===== src/rtl/nand_bist_pkg.sv =====
// Shared types and helpers for the NAND array self-test harness: FSM state
// encoding, the golden NAND reference and a saturating accumulator step.
package nand_bist_pkg;

  typedef enum logic [1:0] {
    IDLE  = 2'd0,
    DRIVE = 2'd1,
    DRAIN = 2'd2,
    DONE  = 2'd3
  } state_e;

  // NAND of the low n_in bits of pat; higher bits are ignored.
  function automatic logic golden_nand(input logic [7:0] pat, input int n_in);
    logic [7:0] mask;
    mask = 8'((9'd1 << n_in) - 9'd1);
    return !((pat & mask) == mask);
  endfunction

  function automatic logic [15:0] sat_add(input logic [15:0] acc,
                                          input logic [4:0]  inc,
                                          input logic [15:0] max_v);
    logic [16:0] sum;
    sum = {1'b0, acc} + {12'd0, inc};
    return (sum > {1'b0, max_v}) ? max_v : sum[15:0];
  endfunction

endpackage


===== src/rtl/nand_bist_if.sv =====
// Stimulus/result bundle between a test controller (master) and the BIST core (slave).
interface nand_bist_if #(
  parameter int N_IN  = 2,
  parameter int CH    = 4,
  parameter int ERR_W = 8
);
  logic             start;
  logic             ext_mode;
  logic [CH-1:0]    flt_en;
  logic [CH-1:0]    ext_resp;
  logic [N_IN-1:0]  pat_out;
  logic             busy;
  logic             done;
  logic             pass;
  logic [ERR_W-1:0] err_cnt;
  logic [N_IN-1:0]  fail_pat;
  logic [CH-1:0]    fail_ch;

  modport master (
    output start, ext_mode, flt_en, ext_resp,
    input  pat_out, busy, done, pass, err_cnt, fail_pat, fail_ch
  );

  modport slave (
    input  start, ext_mode, flt_en, ext_resp,
    output pat_out, busy, done, pass, err_cnt, fail_pat, fail_ch
  );
endinterface


===== src/rtl/nand_array.sv =====
// CH-channel N_IN-input NAND array with stuck-at-1 fault injection and a
// LAT-deep registered output pipeline.
module nand_array
  import nand_bist_pkg::*;
#(
  parameter int N_IN = 2,
  parameter int CH   = 4,
  parameter int LAT  = 2
) (
  input  logic            clk,
  input  logic            rst_n,
  input  logic [N_IN-1:0] pat,
  input  logic [CH-1:0]   flt_en,
  output logic [CH-1:0]   resp
);

  logic [CH-1:0] pipe_q [LAT];
  logic [CH-1:0] pipe_d [LAT];

  always_comb begin
    pipe_d[0] = {CH{golden_nand(8'(pat), N_IN)}} | flt_en;
    for (int i = 1; i < LAT; i++) begin
      pipe_d[i] = pipe_q[i-1];
    end
  end

  always_ff @(posedge clk or negedge rst_n) begin
    if (!rst_n) begin
      pipe_q <= '{default: '0};
    end else begin
      pipe_q <= pipe_d;
    end
  end

  assign resp = pipe_q[LAT-1];

endmodule


===== src/rtl/nand_bist.sv =====
// Sweeps every input pattern through the NAND array (or external cells),
// compares each channel to the golden NAND and reports count/first failure.
module nand_bist
  import nand_bist_pkg::*;
#(
  parameter int N_IN  = 2,
  parameter int CH    = 4,
  parameter int LAT   = 2,
  parameter int ERR_W = 8
) (
  input  logic      clk,
  input  logic      rst_n,
  nand_bist_if.slave bus
);

  localparam logic [1:0] S_IDLE  = IDLE;
  localparam logic [1:0] S_DRIVE = DRIVE;
  localparam logic [1:0] S_DRAIN = DRAIN;
  localparam logic [1:0] S_DONE  = DONE;

  localparam int              CNT_W   = $clog2(LAT + 1);
  localparam logic [N_IN-1:0] PAT_MAX = '1;
  localparam logic [15:0]     ERR_MAX = 16'((32'd1 << ERR_W) - 32'd1);

  logic [1:0]       state_q, state_d;
  logic [N_IN-1:0]  pat_q, pat_d;
  logic [CNT_W-1:0] cnt_q, cnt_d;
  logic             ext_q, ext_d;
  logic [ERR_W-1:0] err_q, err_d;
  logic             pass_q, pass_d;
  logic [N_IN-1:0]  fp_q, fp_d;
  logic [CH-1:0]    fc_q, fc_d;
  logic             ff_q, ff_d;

  // Expected-response shift register: valid, pattern and golden bit per stage.
  logic             vld_q [LAT];
  logic             vld_d [LAT];
  logic [N_IN-1:0]  xpat_q [LAT];
  logic [N_IN-1:0]  xpat_d [LAT];
  logic             gold_q [LAT];
  logic             gold_d [LAT];

  logic [CH-1:0]    arr_resp;
  logic [CH-1:0]    resp;
  logic [CH-1:0]    mismatch;
  logic [4:0]       pop;

  nand_array #(.N_IN(N_IN), .CH(CH), .LAT(LAT)) u_array (
    .clk    (clk),
    .rst_n  (rst_n),
    .pat    (pat_q),
    .flt_en (bus.flt_en),
    .resp   (arr_resp)
  );

  always_comb begin
    state_d = state_q;
    pat_d   = pat_q;
    cnt_d   = cnt_q;
    ext_d   = ext_q;
    err_d   = err_q;
    pass_d  = pass_q;
    fp_d    = fp_q;
    fc_d    = fc_q;
    ff_d    = ff_q;

    vld_d[0]  = (state_q == S_DRIVE);
    xpat_d[0] = pat_q;
    gold_d[0] = golden_nand(8'(pat_q), N_IN);
    for (int i = 1; i < LAT; i++) begin
      vld_d[i]  = vld_q[i-1];
      xpat_d[i] = xpat_q[i-1];
      gold_d[i] = gold_q[i-1];
    end

    resp     = ext_q ? bus.ext_resp : arr_resp;
    mismatch = resp ^ {CH{gold_q[LAT-1]}};
    pop      = '0;
    for (int c = 0; c < CH; c++) begin
      pop = pop + 5'(mismatch[c]);
    end

    if (vld_q[LAT-1]) begin
      err_d = ERR_W'(sat_add(16'(err_q), pop, ERR_MAX));
      if ((mismatch != '0) && !ff_q) begin
        ff_d = 1'b1;
        fp_d = xpat_q[LAT-1];
        fc_d = mismatch;
      end
    end

    case (state_q)
      S_IDLE, S_DONE: begin
        if (bus.start) begin
          state_d = S_DRIVE;
          pat_d   = '0;
          ext_d   = bus.ext_mode;
          err_d   = '0;
          pass_d  = 1'b0;
          fp_d    = '0;
          fc_d    = '0;
          ff_d    = 1'b0;
        end
      end
      S_DRIVE: begin
        if (pat_q == PAT_MAX) begin
          state_d = S_DRAIN;
          cnt_d   = CNT_W'(LAT);
        end else begin
          pat_d = pat_q + 1'b1;
        end
      end
      default: begin
        // Final accumulation lands on the edge before this exit, so err_q is complete.
        if (cnt_q == '0) begin
          state_d = S_DONE;
          pass_d  = (err_q == '0);
        end else begin
          cnt_d = cnt_q - 1'b1;
        end
      end
    endcase
  end

  always_ff @(posedge clk or negedge rst_n) begin
    if (!rst_n) begin
      state_q <= S_IDLE;
      pat_q   <= '0;
      cnt_q   <= '0;
      ext_q   <= 1'b0;
      err_q   <= '0;
      pass_q  <= 1'b0;
      fp_q    <= '0;
      fc_q    <= '0;
      ff_q    <= 1'b0;
      vld_q   <= '{default: 1'b0};
      xpat_q  <= '{default: '0};
      gold_q  <= '{default: 1'b0};
    end else begin
      state_q <= state_d;
      pat_q   <= pat_d;
      cnt_q   <= cnt_d;
      ext_q   <= ext_d;
      err_q   <= err_d;
      pass_q  <= pass_d;
      fp_q    <= fp_d;
      fc_q    <= fc_d;
      ff_q    <= ff_d;
      vld_q   <= vld_d;
      xpat_q  <= xpat_d;
      gold_q  <= gold_d;
    end
  end

  assign bus.pat_out  = pat_q;
  assign bus.busy     = (state_q == S_DRIVE) || (state_q == S_DRAIN);
  assign bus.done     = (state_q == S_DONE);
  assign bus.pass     = pass_q;
  assign bus.err_cnt  = err_q;
  assign bus.fail_pat = fp_q;
  assign bus.fail_ch  = fc_q;

endmodule


===== src/flat_wrapper.sv =====
// flat-port wrapper written by rule: the top's interface ports become plain ports
module nand_bist_flat import nand_bist_pkg::*;
#(
  parameter int N_IN  = 2,
  parameter int CH    = 4,
  parameter int LAT   = 2,
  parameter int ERR_W = 8
)
  (clk, rst_n, bus_start, bus_ext_mode, bus_flt_en, bus_ext_resp, bus_pat_out, bus_busy, bus_done, bus_pass, bus_err_cnt, bus_fail_pat, bus_fail_ch);
  nand_bist_if #(.N_IN(N_IN), .CH(CH), .ERR_W(ERR_W)) bus_i ();
  input  logic clk;
  input  logic rst_n;
  input wire logic [$bits(bus_i.start)-1:0] bus_start;
  input wire logic [$bits(bus_i.ext_mode)-1:0] bus_ext_mode;
  input wire logic [$bits(bus_i.flt_en)-1:0] bus_flt_en;
  input wire logic [$bits(bus_i.ext_resp)-1:0] bus_ext_resp;
  output wire logic [$bits(bus_i.pat_out)-1:0] bus_pat_out;
  output wire logic [$bits(bus_i.busy)-1:0] bus_busy;
  output wire logic [$bits(bus_i.done)-1:0] bus_done;
  output wire logic [$bits(bus_i.pass)-1:0] bus_pass;
  output wire logic [$bits(bus_i.err_cnt)-1:0] bus_err_cnt;
  output wire logic [$bits(bus_i.fail_pat)-1:0] bus_fail_pat;
  output wire logic [$bits(bus_i.fail_ch)-1:0] bus_fail_ch;
  assign bus_i.start = bus_start;
  assign bus_i.ext_mode = bus_ext_mode;
  assign bus_i.flt_en = bus_flt_en;
  assign bus_i.ext_resp = bus_ext_resp;
  assign bus_pat_out = bus_i.pat_out;
  assign bus_busy = bus_i.busy;
  assign bus_done = bus_i.done;
  assign bus_pass = bus_i.pass;
  assign bus_err_cnt = bus_i.err_cnt;
  assign bus_fail_pat = bus_i.fail_pat;
  assign bus_fail_ch = bus_i.fail_ch;
  nand_bist #(.N_IN(N_IN), .CH(CH), .LAT(LAT), .ERR_W(ERR_W)) u_core (.clk(clk), .rst_n(rst_n), .bus(bus_i));
endmodule

===== config.mk =====
export PLATFORM = sky130hd
export DESIGN_NAME = nand_bist_flat
export DESIGN_NICKNAME = d
export VERILOG_FILES = /design/src/rtl/nand_bist_pkg.sv /design/src/rtl/nand_bist_if.sv /design/src/rtl/nand_array.sv /design/src/rtl/nand_bist.sv /design/src/flat_wrapper.sv
export SDC_FILE = /design/constraint.sdc
export NUM_CORES = 1
export LEC_CHECK = 0
export ABC_AREA = 1
export CAP_MARGIN = 30
export CORE_ASPECT_RATIO = 2
export CORE_MARGIN = 1.5
export CORE_UTILIZATION = 45
export CTS_CLUSTER_SIZE = 25
export DETAILED_ROUTE_END_ITERATION = 7
export DONT_BUFFER_PORTS = 1
export GPL_TIMING_DRIVEN = 0
export PLACE_DENSITY = 0.61
export SYNTH_ARGS = -nofsm -noshare
export SYNTH_HDL_FRONTEND = slang
export SYNTH_SLANG_ARGS = --single-unit

===== constraint.sdc =====
create_clock -name clk -period 3.4 [get_ports clk]
set_input_delay 0.68 -clock clk [delete_from_list [all_inputs] [get_ports clk]]
set_output_delay 0.68 -clock clk [all_outputs]
set_load 0.01 [all_outputs]

* Word-level counts from Yosys, hierarchy flattened
Index checks and enable logic that the tools add are counted.
W data, S select, Z words.
** Storage, ports and cells
- Register bits after elaboration :: 39
** Operators by class
- Bitwise operators :: 4
- Reduce and logical (&&, ||, !) cells :: 17
- Eq/ne operators :: 8
- Order comparisons :: 1
- Add/subtract/negate cells :: 6
- Multiplexer cells :: 29
** Operators by type and width (count)
- $mux W8 :: 4
- $mux W2 :: 10
- $mux W4 :: 5
- $pmux W2 S2 :: 3
- $reduce_and A3 Y1 :: 4
- $add A5 B1 Y5 :: 2
- $add A8 B5 Y9 :: 1
- $gt A9 B8 Y1 const B :: 1
- $logic_not A8 Y1 :: 1
- $eq A2 B2 Y1 const B :: 3
- $mux W1 :: 6
- $ne A2 B2 Y1 const B :: 3
- $logic_not A2 Y1 :: 2
- $or A4 B4 Y4 :: 1
- $reduce_bool A2 Y1 :: 2
- $reduce_bool A4 Y1 :: 1
- $xor A4 B4 Y4 :: 1
- $reduce_bool A3 Y1 :: 1
- $add A1 B1 Y2 :: 1
- $add A2 B1 Y2 const B :: 1
- $eq A2 B1 Y1 const B :: 1
- $logic_not A1 Y1 :: 2
- $ne A2 B1 Y1 const B :: 1
- $not A1 Y1 :: 2
- other kinds (6) :: 6

* Depth between registers and ports, before layout
Gate-level depths: netlist of run 1.
- Depth in word-level cells :: 11
- Depth in mapped cells :: 19

* Hierarchy
A second synthesis of run 1 with hierarchy kept.
** Second synthesis, totals
- Cell total of the unflattened synthesis :: 226
- Area, all modules :: 1929.4 µm²
** By module, submodules not included
- nand_bist :: seq. area each 775.7 µm², cells each 210, area an instance 1694.1 µm², instances 1
- nand_array :: seq. area each 200.2 µm², cells each 16, area an instance 235.2 µm², instances 1

* Least setup slack after synthesis of run 1
No wires, ideal clock.
- Path type :: input-to-reg
- Start :: input bus_ext_resp[0]
- End :: register u_core.err_q[2], in the netlist u_core.bus.err_cnt[2]
- Setup time :: 65 ps
- Data required time :: 3335 ps
- Arrival time :: 2965 ps
- Path slack :: 370 ps
- Path buffers :: 0
- Stages :: 18
- Cell sequence :: nand2_1 nand2_1 nand2_1 nand2_1 ha_1 inv_1 fa_1 inv_1 ha_1 inv_1 fa_1 inv_1 nand2_1 a21oi_1 a21oi_1 nand2_1 o211ai_1 inv_1
** Between the ends
- Longest elaborated chain between the ends :: 11
** Ends and longest elaborated chain
- start, declared :: line flat_wrapper.sv:16 : input wire logic [$bits(bus_i.ext_resp)-1:0] bus_ext_resp;
- $mux W4 (*) :: line nand_bist.sv:76 : resp = ext_q ? bus.ext_resp : arr_resp;
- $xor A4 B4 Y4 (*) :: line nand_bist.sv:77 : mismatch = resp ^ {CH{gold_q[LAT-1]}};
- $add A1 B1 Y2 (*) :: line nand_bist.sv:80 : pop = pop + 5'(mismatch[c]);
- $add A5 B1 Y5 (*) (2 in a row) :: line nand_bist.sv:80
- $add A8 B5 Y9 (*) :: line nand_bist_pkg.sv:23 : sum = {1'b0, acc} + {12'd0, inc};
- $gt A9 B8 Y1 :: line nand_bist_pkg.sv:24 : return (sum > {1'b0, max_v}) ? max_v : sum[15:0];
- $mux W8 (*) :: line nand_bist_pkg.sv:24
- $mux W8 (*) :: line nand_bist.sv:83 : if (vld_q[LAT-1]) begin
- $mux W8 :: line nand_bist.sv:94 : if (bus.start) begin
- $mux W8 (*) :: line nand_bist.sv:92 : case (state_q)
- via u_core.err_d[2] :: line nand_bist.sv:29 : logic [ERR_W-1:0] err_q, err_d;
- end signal, assigned :: line nand_bist.sv:144 : err_q <= err_d;
- end, declared :: line nand_bist.sv:29
The timed path passes the listed nets; every way through them passes the cells marked *.
A chain may end at the register's enable or synchronous reset.

* Worst setup path after layout of run 1
- Start :: register u_core.ext_q
- End :: register u_core.err_q[5], in the netlist u_core.bus.err_cnt[5]
** Between the ends
- Longest elaborated chain between the ends :: 11
** Ends and longest elaborated chain
- start, declared :: line nand_bist.sv:28 : logic ext_q, ext_d;
- start signal, assigned :: line nand_bist.sv:143 : ext_q <= ext_d;
- $mux W4 (*) :: line nand_bist.sv:76
- $xor A4 B4 Y4 (*) :: line nand_bist.sv:77
- $add A1 B1 Y2 :: line nand_bist.sv:80
- $add A5 B1 Y5 :: line nand_bist.sv:80
- $add A5 B1 Y5 (*) :: line nand_bist.sv:80
- $add A8 B5 Y9 (*) :: line nand_bist_pkg.sv:23
- $gt A9 B8 Y1 :: line nand_bist_pkg.sv:24
- $mux W8 (*) :: line nand_bist_pkg.sv:24
- $mux W8 (*) :: line nand_bist.sv:83
- $mux W8 :: line nand_bist.sv:94
- $mux W8 (*) :: line nand_bist.sv:92
- via u_core.err_d[5] :: line nand_bist.sv:29
Marks and branches as above.

==> results.json, run 1 <==
{
  "place_congestion": 0.831,
  "synth.distinct_cells": 26,
  "syn_avg_cell_area_um2": 8.48,
  "core_area_mm2": 0.00434,
  "postRouteWirelength_mm": 3.68,
  "finalCritPeriodShare": 0.900,
  "fmax_ghz": 0.327,
  "dp_hpwl_mm": 2.79,
  "cts-hold-fix-buffers": 0,
  "drc_errors": 0,
  "ant_nets": 0,
  "die_h_um": 97.5,
  "nNetsFinal": 269,
  "cts.htree.levels": 2,
  "instances_no_fill": 299,
  "port_buffers": 0,
  "p_per_area_mw_per_mm2": 982,
  "cts-root-buf": "clkbuf_8",
  "first_pass_iters": 4,
  "worst_path_largest_cell_delay_ns": 0.44,
  "dpl.cell_count": 291,
  "die_area_mm2": 0.00490,
  "rsz0062_at_grt": "no",
  "vias": 1480,
  "synthTopCellsByArea": "dfrtp_1 49%, nand2_1 10%, inv_1 9.0%",
  "critical_path_required_ns": 3.63,
  "worst_skew_pair.late_latency_ns": 0.28,
  "hold_path_class": "input port to asynchronous set/reset pin",
  "antenna_found_initial": 0,
  "clk_pin_slew_worst_paths_ns": 0.08,
  "grt_util_all_layers": 0.167,
  "path_cells": "inv_2 > nand2_1 > nand3_1 > nand2_1 > ha_1 > inv_1 > fa_1 > inv_1 > ha_1 > inv_1 > fa_1 > inv_1 > nand2_1 > a21oi_2 > nand3_1 > nand3_1 > nand2_1 > inv_1",
  "postSynthCellCount": 237,
  "syn_nets": 262,
  "worstSetupEndpointType": "register",
  "final_common_cell": "nand2_1",
  "yosysTopAreaCell": "dfrtp_1",
  "reg2reg_from": "u_core.ext_q",
  "tightest_slew_ns": 0.492,
  "maxSlewViolCount": 0,
  "cts_tree": "yes",
  "min_period_ns": 3.06,
  "total_power_uw": 2160,
  "dp_slack_ns": 0.0453,
  "grt-ovfl-total": 0,
  "holdWs_ns": 0.0810,
  "drt_iter0_drc": 15,
  "drive_gt1_frac": 0.102,
  "grt_max_degree": 40,
  "wl_per_cell_um": 12.3,
  "chipWidth_um": 50.3,
  "yosysWarningCount": 0,
  "viasPerCell": 4.95,
  "ys_seq_area_frac": 0.485,
  "layout_common_cells": "55 x nand2_1, 48 x inv_1, 39 x dfrtp_1",
  "hold_viol_final": 0,
  "register_area_um2": 976,
  "synth_top_area_share": 0.485,
  "worst_slack_ns": 0.339,
  "maxCapViolations": 0,
  "ys_ff_latch": 39,
  "syn_area_mm2": 0.00201,
  "initial_utilization": 0.463,
  "maxSlewHeadroom": 0.672,
  "rows": 34,
  "finalSetupViolCount": 0,
  "grt_pass1_vias": 1458,
  "cpMostUsedCell": "inv_1",
  "finalSetupTns_ns": 0,
  "status": "finished clean",
  "peakVddDrop_uv": 768,
  "critPathLaunch": "u_core.ext_q",
  "critPathLaunchType": "register",
  "critPathSlowestCell": "dfrtp_1",
  "multi_input_area_um2": 831,
  "crit_fanout": 6,
  "clock_skew_ns": 0.00387,
  "cts_sinks": 39,
  "syn2layout_area_growth_pct": 9.33,
  "cts_buffer_depth": 2,
  "arrival_ns": 3.29,
  "cts_buffers": 5,
  "total_leakage_power_uw": 0.00115,
  "crit_type": "register to register",
  "ios": 31,
  "grt_pass1_wl_mm": 6.26,
  "fill_cells": 453,
  "diodes": 0
}
[Yosys cell counts]
cell and count:
nand2_1 55, inv_1 48, dfrtp_1 39, nand3_1 16
ha_1 11, nor2_1 11, o21ai_0 11, a21oi_1 8
nand4_1 8, nand2_2 4, or2_2 4, o211ai_1 3
buf_4 2, clkbuf_1 2, fa_1 2, nand3_4 2
nor4_1 2, a22oi_1 1, buf_2 1, inv_2 1
nand2_4 1, nor3_1 1, o21ai_1 1, or2_1 1
xnor2_1 1, xor2_1 1
[metal layers]
metal | track usage | part of all wire | up-vias | wire [um]
li1 | - | - | 753 | -
met4 | 0.0791 | 0.026 | 0 | 94
met2 | 0.317 | 0.58 | 31 | 2130
met3 | 0.0415 | 0.033 | 10 | 123
met5 | 0 | 0 | - | 0
met1 | 0.155 | 0.36 | 686 | 1330
[flip-flops by register name, summed over array words and instances (netlist names)]
| signal | flops |
|---|---|
| u_core.xpat_q | 2 |
| u_core.u_array.resp | 4 |
| u_core.vld_d | 1 |
| u_core.bus.pat_out | 2 |
| u_core.u_array.pipe_d | 4 |
| u_core.state_q | 2 |
| u_core.bus.fail_pat | 2 |
| u_core.xpat_d | 2 |
| u_core.ff_q | 1 |
| u_core.gold_d | 1 |
| u_core.bus.fail_ch | 4 |
| u_core.bus.pass | 1 |
| u_core.bus.err_cnt | 8 |
| u_core.cnt_q | 2 |
| u_core.gold_q | 1 |
| u_core.ext_q | 1 |
| u_core.vld_q | 1 |
[path summary, 6_finish.rpt]
kind / to / slack, ns / cells past startpoint
min reg2reg: u_core.u_array.resp[0] / 0.35 / 0
min in group clk: u_core.u_array.resp[0] / 0.35 / 0
min: u_core.bus.fail_ch[0] / 0.08 / 0
max: u_core.bus.err_cnt[5] / 0.34 / 18
max reg2reg: u_core.bus.err_cnt[5] / 0.34 / 18
max in group asynchronous: u_core.bus.err_cnt[6] / 3.24 / 0
[kinds of logic after synthesis]
| kind of cell | Yosys count | share of synthesized area |
|---|---|---|
| flip-flops | 39 | 0.485 |
| buffers and inverters | 54 | 0.105 |
| XOR/XNOR | 2 | 0.00871 |
| AND/OR/NAND/NOR | 105 | 0.248 |
| adder cells (fa/ha/maj) | 13 | 0.0884 |
| AO/OA/AOI/OAI | 24 | 0.0647 |
[where the power goes]
part           switching [uW]  internal, uW  leakage, uW  total [uW]
combinational             647           373     0.000633        1020
clock                     163           218    0.0000581         381
sequential                145           612     0.000459         757
total                     955          1200      0.00115        2160
[final cells by class]
type | count | area share
buffer | 5 | 0.0125
clock inverter | 3 | 0.0199
clock buffer | 5 | 0.0313
sequential | 39 | 0.444
tap | 54 | 0.0307
multi-input combinational | 144 | 0.378
inverter | 49 | 0.0837
[critical path: cells and delay by family (launching register included)]
kind                       cells  cell delay, ns
buffers and inverters          6            0.48
DFF                            1            0.44
and+or+nand+nor                7            0.61
adders and majority gates      4            1.27
AOI/OAI and AO/OA              1            0.21
[repair_timing]
item,4_1_cts,5_1_grt
buffers inserted,0,0
setup endpoints to repair,0,6
resized for setup,0,2
hold endpoints to repair,0,0
[metrics by stage]
stage / util / area (um2)
6_report: 0.507 / 2200
4_1_cts: 0.505 / 2190
3_3_place_gp: 0.479 / 2080
3_5_place_dp: 0.479 / 2080
5_1_grt: 0.507 / 2200
2_1_floorplan: - / 2010
(Power assumes the default switching activity.)
==> run 2, diff against run 1 <==
--- a/config.mk
+++ b/config.mk
@@ -9,12 +9,12 @@
 export CAP_MARGIN = 30
 export CORE_ASPECT_RATIO = 2
 export CORE_MARGIN = 1.5
-export CORE_UTILIZATION = 45
+export CORE_UTILIZATION = 28
 export CTS_CLUSTER_SIZE = 25
 export DETAILED_ROUTE_END_ITERATION = 7
 export DONT_BUFFER_PORTS = 1
 export GPL_TIMING_DRIVEN = 0
-export PLACE_DENSITY = 0.61
+export PLACE_DENSITY = 0.42
 export SYNTH_ARGS = -nofsm -noshare
 export SYNTH_HDL_FRONTEND = slang
 export SYNTH_SLANG_ARGS = --single-unit
==> results.json, run 2 (synthesized netlist as in run 1, its figures left out) <==
{
  "p_per_area_mw_per_mm2": 1020,
  "clock_skew_ns": 0.00237,
  "die_h_um": 123,
  "dp_slack_ns": 0.00740,
  "fill_cells": 758,
  "syn2layout_area_growth_pct": 14.4,
  "grt_pass1_wl_mm": 7.16,
  "arrival_ns": 3.37,
  "min_period_ns": 3.14,
  "maxSlewViolCount": 0,
  "grt_util_all_layers": 0.125,
  "grt_max_degree": 40,
  "power.switching_uw": 1010,
  "critPathLaunchType": "register",
  "maxCapViolations": 0,
  "maxSlewHeadroom": 0.654,
  "chipWidth_um": 62.9,
  "critPathLaunch": "u_core.ext_q",
  "first_pass_iters": 4,
  "finalCritPeriodShare": 0.923,
  "reg2reg_from": "u_core.ext_q",
  "layout_common_cells": "55 x nand2_1, 48 x inv_1, 38 x dfrtp_1",
  "fin_area_mm2": 0.00230,
  "diodes": 0,
  "fmax_ghz": 0.319,
  "dp_hpwl_mm": 3.20,
  "status": "finished clean",
  "rows": 43,
  "hold_viol_final": 0,
  "reg2reg_to": "u_core.bus.err_cnt[2]",
  "drive_gt1_frac": 0.102,
  "dpl_cell_area_mm2": 0.00212,
  "worstSetupEndpointType": "register",
  "worst_slack_ns": 0.262,
  "cts_sinks": 39,
  "ios": 31,
  "largest_reg_flops": 8,
  "ff2ff_path_depth": 18,
  "drc_errors": 0,
  "power_frac_comb": 0.438,
  "cts_buffers": 5,
  "place_congestion": 0.808,
  "finalSetupViolCount": 0,
  "cts-hold-fix-buffers": 0,
  "postRouteWirelength_mm": 4.29,
  "cts_buffer_depth": 2,
  "worst_skew_pair.late_latency_ns": 0.29,
  "drt_iter0_drc": 40,
  "port_buffers": 0,
  "ff2ff_setup_slack_ns": 0.26,
  "finalSetupTns_ns": 0,
  "wl_per_cell_um": 12.8,
  "cts-root-buf": "clkbuf_16",
  "critical_path_required_ns": 3.63,
  "holdWs_ns": 0.0803,
  "antenna_found_initial": 0,
  "hold_path_class": "input port to asynchronous set/reset pin",
  "internal_power_uw": 1340,
  "ant_nets": 0,
  "vias": 1495,
  "crit_fanout": 6,
  "cts_tree": "yes",
  "die_area_mm2": 0.00773,
  "clk_pin_slew_worst_paths_ns": 0.06,
  "cts.htree.levels": 2,
  "seq_power_share": 0.325,
  "clkPwrFrac": 0.237,
  "total_leakage_power_uw": 0.00118,
  "peakVddDrop_uv": 353,
  "initial_utilization": 0.290,
  "switching_share": 0.430,
  "crit_type": "register to register",
  "nNetsFinal": 269,
  "tightest_slew_ns": 0.519,
  "grt-ovfl-total": 0,
  "viasPerCell": 4.46,
  "rsz0062_at_grt": "no",
  "grt_pass1_vias": 1544,
  "final_common_cell": "nand2_1",
  "core_area_mm2": 0.00694
}
## run 2: final cells by class
| cell class | count | area [um2] | share of cell area |
|---|---|---|---|
| sequential | 39 | 977 | 0.425 |
| clock buffer | 5 | 125 | 0.0544 |
| tap | 90 | 113 | 0.0489 |
| inverter | 49 | 184 | 0.0799 |
| clock inverter | 3 | 47.5 | 0.0207 |
| buffer | 5 | 27.5 | 0.0120 |
| multi-input combinational | 144 | 827 | 0.359 |
## run 2: worst max-delay path, cell delays in order (launching register included)
cell and delay [ns]:
dfrtp_2 0.45, inv_2 0.12, nand2_1 0.08, nand3_1 0.07
nand2_1 0.10, ha_1 0.30, inv_1 0.08, fa_1 0.40
inv_1 0.06, ha_1 0.17, inv_1 0.06, fa_1 0.40
inv_1 0.08, nand2_1 0.07, a21oi_2 0.20, a21oi_1 0.19
nand2_1 0.10, o211ai_1 0.08, inv_1 0.08
## run 2: worst max-delay path by stage
stage	slack [ns]	cells past startpoint	to
floorplan	0.37	18	u_core.bus.err_cnt[2]
global placement	0.01	18	u_core.bus.err_cnt[2]
detailed placement	0.007	18	u_core.bus.err_cnt[2]
CTS	0.11	18	u_core.bus.err_cnt[2]
global route	0.01	18	u_core.bus.err_cnt[2]
finish	0.26	18	u_core.bus.err_cnt[2]
## run 2: stage by stage
stage	util	instances	power, uW
after global routing	0.332	335	2580
after floorplan	-	237	1560
after global placement	0.306	327	1800
after CTS	0.331	335	2390
after detailed placement	0.306	327	1820
final	0.332	335	2340
## run 2: power by group through the flow
stage          sequential (uW)  clock, uW  combinational [uW]
3_3_place_gp               771          0                1030
4_1_cts                    766        573                1050
3_5_place_dp               776          0                1050
5_1_grt                    787        595                1200
2_1_floorplan              736          0                 827
6_report                   761        555                1030
## run 2: timing repair
item,4_1_cts,5_1_grt
endpoints found under the hold margin,0,0
setup endpoints to repair,0,6
buffers inserted,0,0
resized for setup,0,2
## run 2: layer usage
layer | GRT usage | up-vias | part of all wire
li1 | - | 751 | -
met1 | 0.110 | 703 | 0.35
met2 | 0.234 | 29 | 0.57
met3 | 0.0449 | 12 | 0.051
met4 | 0.0778 | 0 | 0.033
met5 | 0 | - | 0
==> variant 1 (flow settings as in run 1) <==
`CH` is set to 4 in 4 places; all go to 8.
--- a/src/rtl/nand_bist_if.sv
+++ b/src/rtl/nand_bist_if.sv
@@ -2,5 +2,5 @@
 interface nand_bist_if #(
   parameter int N_IN  = 2,
-  parameter int CH    = 4,
+  parameter int CH    = 8,
   parameter int ERR_W = 8
 );
--- a/src/rtl/nand_array.sv
+++ b/src/rtl/nand_array.sv
@@ -5,5 +5,5 @@
 #(
   parameter int N_IN = 2,
-  parameter int CH   = 4,
+  parameter int CH   = 8,
   parameter int LAT  = 2
 ) (
--- a/src/rtl/nand_bist.sv
+++ b/src/rtl/nand_bist.sv
@@ -5,5 +5,5 @@
 #(
   parameter int N_IN  = 2,
-  parameter int CH    = 4,
+  parameter int CH    = 8,
   parameter int LAT   = 2,
   parameter int ERR_W = 8
--- a/src/flat_wrapper.sv
+++ b/src/flat_wrapper.sv
@@ -3,5 +3,5 @@
 #(
   parameter int N_IN  = 2,
-  parameter int CH    = 4,
+  parameter int CH    = 8,
   parameter int LAT   = 2,
   parameter int ERR_W = 8
Ports: changed (resized bus_ext_resp, bus_fail_ch and bus_flt_en); port bits go from 31 to 43. No check against the original RTL was run, so the function may have changed too.
==> variant 1 against run 1 <==
The run now ends with design-rule violations, negative setup slack left; routed wire length up 40%; setup slack worse by 1.2 ns; count of clock-buffer cells in the layout up 1; sequential cell count up 12; sequential share of layout area down 3.9 points; maximum frequency down 28%; area after synthesis up 34%; cell area up 43%; critical endpoint is now u_core.bus.err_cnt[7].
Power is left out: the tool's default activity adds up to more than one toggle a clock period on the data nets, which glitch-free logic cannot reach.
==> variant 1: results (changes against run 1) <==
Synthesis
  – Yosys cell types: 30 (was 26)
  – Area contributors post-synth: dfrtp_1, nand2_1, inv_1, ha_1, fa_1 (was dfrtp_1, nand2_1, inv_1, ha_1, nand3_1)
  – Asr flop ratio synth: 1.00 (unchanged)
  – Register area share after synthesis: 0.472 (was 0.485)
  – Synth Flop Type: dfrtp_1 (unchanged)
  – Synthesis Warnings: 0 (unchanged)
  – Net Count, Synth: 352 (was 262)
  – Post-synth top cells: nand2_1, inv_1, dfrtp_1, nand3_1, nor2_1 (was nand2_1, inv_1, dfrtp_1, nand3_1)

Critical path
  – Crit Reg-Reg Startpoint: u_core.ext_q (unchanged)
  – Worst EP arrival: 4.46 ns (was 3.29 ns)
  – Peak fanout along the critical path: 5 (was 6)
  – Crit path from: u_core.ext_q (unchanged)

STA
  – Setup WS post-layout: -0.834 ns (was 0.339 ns)
  – Max Clock Skew: 0.00434 ns (was 0.00387 ns)
  – Setup Viol. Count Final: 8 (was 0)
  – Slew headroom: 0.670 (was 0.672)

Drt
  – Wire per inst: 13.0 µm (was 12.3 µm)
  – Pre-Repair DR Iteration Count: 6 (was 4)
  – # DRC: 6 (was 0)
  – Via Count: 1985 (was 1480)
  – DR iter-0 viols: 65 (was 15)

GRT
  – Vias in the first global route: 1938 (was 1458)
  – Gr usage total: 0.177 (was 0.167)
  – Initial antenna violation count: 0 (unchanged)
  – Pin count of the biggest net entering global routing: 52 (was 40)
  – Global-route wire length before repair: 8870 µm (was 6260 µm)

CTS
  – Clk slew on worst S/H paths: 0.07 ns
  – Clk buf depth: 2 (unchanged)
  – Root Buffer: clkbuf_16 (was clkbuf_8)
  – H-tree levels: 2 (unchanged)
  – Clock buffer count from CTS: 5 (unchanged)

Placement
  – Post-DP Area: 0.00283 mm² (was 0.00208 mm²)
  – IO Port Bufs: 0 (unchanged)
  – Dpl ws: -1.10 ns (was 0.0453 ns)
  – Dpl hpwl: 3710 µm (was 2790 µm)
  – Final Wtd Congestion: 0.830 (was 0.831)

Outcome
  – Failing checks: design-rule violations, negative setup slack
  – Status: finished with violations (was completed)

Cells and area
  – Fraction of layout cells with a size suffix above 1: 0.216 (was 0.102)
  – Post-layout nets: 370 (was 269)
variant 1: kinds of logic (layout without fill, tap and decap cells):
group                    Yosys count  after routing  share of synthesized area
AND/OR/NAND/NOR                  144            144                      0.244
buffers and inverters             66             85                      0.106
flip-flops                        51             51                      0.472
AO/OA/AOI/OAI                     28             28                     0.0570
adder cells (fa/ha/maj)           18             18                     0.0973
XOR/XNOR                           6              6                     0.0195
multiplexers                       1              1                    0.00371
variant 1: through the flow:
| stage | hold slack [ns] | setup TNS (ns) | cells | utilization |
|---|---|---|---|---|
| 2_1_floorplan | 0.331 | -6.18 | 314 | - |
| 3_3_place_gp | 0.332 | -7.90 | 375 | 0.492 |
| 3_5_place_dp | 0.335 | -8.16 | 375 | 0.492 |
| 4_1_cts | 0.0714 | -6.52 | 392 | 0.540 |
| 5_1_grt | 0.0657 | -7.95 | 394 | 0.548 |
| 6_report | 0.0796 | -6.43 | 394 | 0.548 |
variant 1: layout make-up:
cell class              count  area, µm²
clock inverters             2       38.8
repair buffers             11       86.3
flip-flops and latches     51       1280
fillers                   545       2600
well taps                  61       76.3
plain buffers               9       65.1
inverters                  57        221
multi-input cells         197       1250
clock buffers               6        139
variant 1: metal layers:
layer,routed length [µm],vias up,track usage
li1,-,1003,-
met2,2900,47,0.314
met1,1850,924,0.192
met3,234,11,0.0369
met5,0,-,0
met4,155,0,0.0853
variant 1: path summary, 6_finish.rpt:
path	end	slack, ns	depth (start not counted)
max reg2reg	u_core.bus.err_cnt[7]	-0.83	21
min reg2reg	u_core.u_array.resp[1]	0.34	0
min in group clk	u_core.u_array.resp[1]	0.34	0
max	u_core.bus.err_cnt[7]	-0.83	21
min	u_core.bus.fail_ch[1]	0.08	0
max in group asynchronous	u_core.bus.err_cnt[1]	3.22	0
variant 1: what timing repair did:
| action | in CTS | in global routing |
|---|---|---|
| endpoints found under the hold margin | 0 | 0 |
| pin swaps | 8 | 7 |
| endpoints found under the setup margin | 8 | 8 |
| gates cloned | 0 | 0 |
| buffers inserted | 9 | 2 |
| resized for setup | 9 | 7 |
variant 1: critical path: stages, from the launching register on:
cell and delay, ns:
dfrtp_1 0.37, buf_6 0.14, inv_8 0.07, nand2_4 0.05
nand2_4 0.07, xor2_2 0.15, ha_1 0.26, fa_1 0.48
inv_1 0.05, fa_1 0.48, inv_1 0.05, fa_2 0.34
inv_2 0.06, fa_2 0.46, fa_2 0.37, o21ai_2 0.16
nand2_2 0.08, nor2_4 0.17, nand3_4 0.11, nand2_1 0.09
inv_1 0.04, a21oi_2 0.10
==> variant 2 (flow settings as in run 1) <==
Without the edit above. Take the reset off `fc_q` and load it in a clocked block of its own.
--- a/src/rtl/nand_bist.sv
+++ b/src/rtl/nand_bist.sv
@@ -132,5 +132,4 @@
       pass_q  <= 1'b0;
       fp_q    <= '0;
-      fc_q    <= '0;
       ff_q    <= 1'b0;
       vld_q   <= '{default: 1'b0};
@@ -145,5 +144,4 @@
       pass_q  <= pass_d;
       fp_q    <= fp_d;
-      fc_q    <= fc_d;
       ff_q    <= ff_d;
       vld_q   <= vld_d;
@@ -151,4 +149,8 @@
       gold_q  <= gold_d;
     end
+  end
+
+  always_ff @(posedge clk) begin
+    fc_q <= fc_d;
   end
 
Formal check against the unedited RTL: differs if rst_n is asserted again (counterexample within 10 cycles, from zero or initial values and one cycle with rst_n low); with rst_n held inactive, the same outputs for 10 cycles.
==> variant 2 against run 1 <==
Critical path depth increased by 1; routed wire length increased by 1.2%; maximum frequency decreased by 2.2%; cell area decreased by 0.74%; sequential cell count unchanged; worst hold slack got worse by 0.0088 ns; clock power increased by 4%; area after synthesis decreased by 1.0%; setup slack got worse by 0.069 ns; total power increased by 0.99%; critical endpoint unchanged; largest power group unchanged; highest routed layer unchanged.
==> variant 2: results (changes against run 1) <==
GRT
  – Gr usage total: 0.180 (was 0.167)
  – Pin count of the biggest net entering global routing: 36 (was 40)
  – Global-route wire length before repair: 6610 µm (was 6260 µm)
  – Grt met1 use: 0.185 (was 0.155)
  – Grt met3 use: 0.0385 (was 0.0415)
  – Grt met2 use: 0.318 (was 0.317)
  – Vias in the first global route: 1502 (was 1458)

Power
  – P_seq: 0.756 mW (was 0.757 mW)
  – Tot Pwr: 2.18 mW (was 2.16 mW)
  – Peak supply drop: 0.606 mV (was 0.768 mV)
  – Switch Pwr: 0.970 mW (was 0.955 mW)

Synthesis
  – Register area share after synthesis: 0.480 (was 0.485)
  – Compound-gate portion of the synthesized area: 0.0654 (was 0.0647)
  – Asr flop ratio synth: 0.897 (was 1.00)
  – Area contributors post-synth: dfrtp_1, nand2_1, inv_1, ha_1, dfxtp_1 (was dfrtp_1, nand2_1, inv_1, ha_1, nand3_1)
  – Synthesized area per cell: 8.40 µm² (was 8.48 µm²)
  – Synth Area in Adders: 0.0893 (was 0.0884)
  – Net Count, Synth: 262 (unchanged)
  – Post-synthesis xor/xnor area fraction: 0.00880 (was 0.00871)
  – Yosys cell types: 27 (was 26)

Placement
  – Dpl hpwl: 2810 µm (was 2790 µm)
  – Dpl ws: 0.0154 ns (was 0.0453 ns)

Drt
  – Routed length on met1: 1390 µm (was 1330 µm)
  – Vias per cell: 4.92 (was 4.95)
  – DR iter-0 viols: 15 (unchanged)
  – WL met2: 2110 µm (was 2130 µm)
  – Met3 wire len: 103 µm (was 123 µm)
  – Wire per inst: 12.4 µm (was 12.3 µm)

Outcome
  – Status: completed (unchanged)

STA
  – Max Clock Skew: 0.00558 ns (was 0.00387 ns)
  – Slew at the pin closest to its max-slew limit: 0.502 ns (was 0.492 ns)

Cells and area
  – Fillers: 446 (was 453)
variant 2: cell types whose count changed after synthesis:
cell	run 1	this run
dfxtp_1	0	4
dfrtp_1	39	35
variant 2: worst paths after layout:
kind	start	end	slack, ns	cells past startpoint
min in group clk	u_core.xpat_d[1]	u_core.xpat_q[1]	0.35	0
worst max register to register	u_core.ext_q	u_core.bus.err_cnt[5]	0.27	19
worst min register to register	u_core.xpat_d[1]	u_core.xpat_q[1]	0.35	0
worst min-delay path	rst_n	u_core.bus.fail_pat[0]	0.07	0
max in group asynchronous	rst_n	u_core.bus.err_cnt[5]	3.24	0
worst max-delay path	u_core.ext_q	u_core.bus.err_cnt[5]	0.27	19
variant 2: layout make-up:
class	instances	area [µm²]	share of cell area
Tap cell	54	67.6	0.0310
Clock buffer	5	68.8	0.0315
Inverter	49	184	0.0843
Multi-Input combinational cell	144	831	0.381
Clock inverter	3	47.5	0.0218
Sequential cell	39	956	0.438
Buffer	5	27.5	0.0126
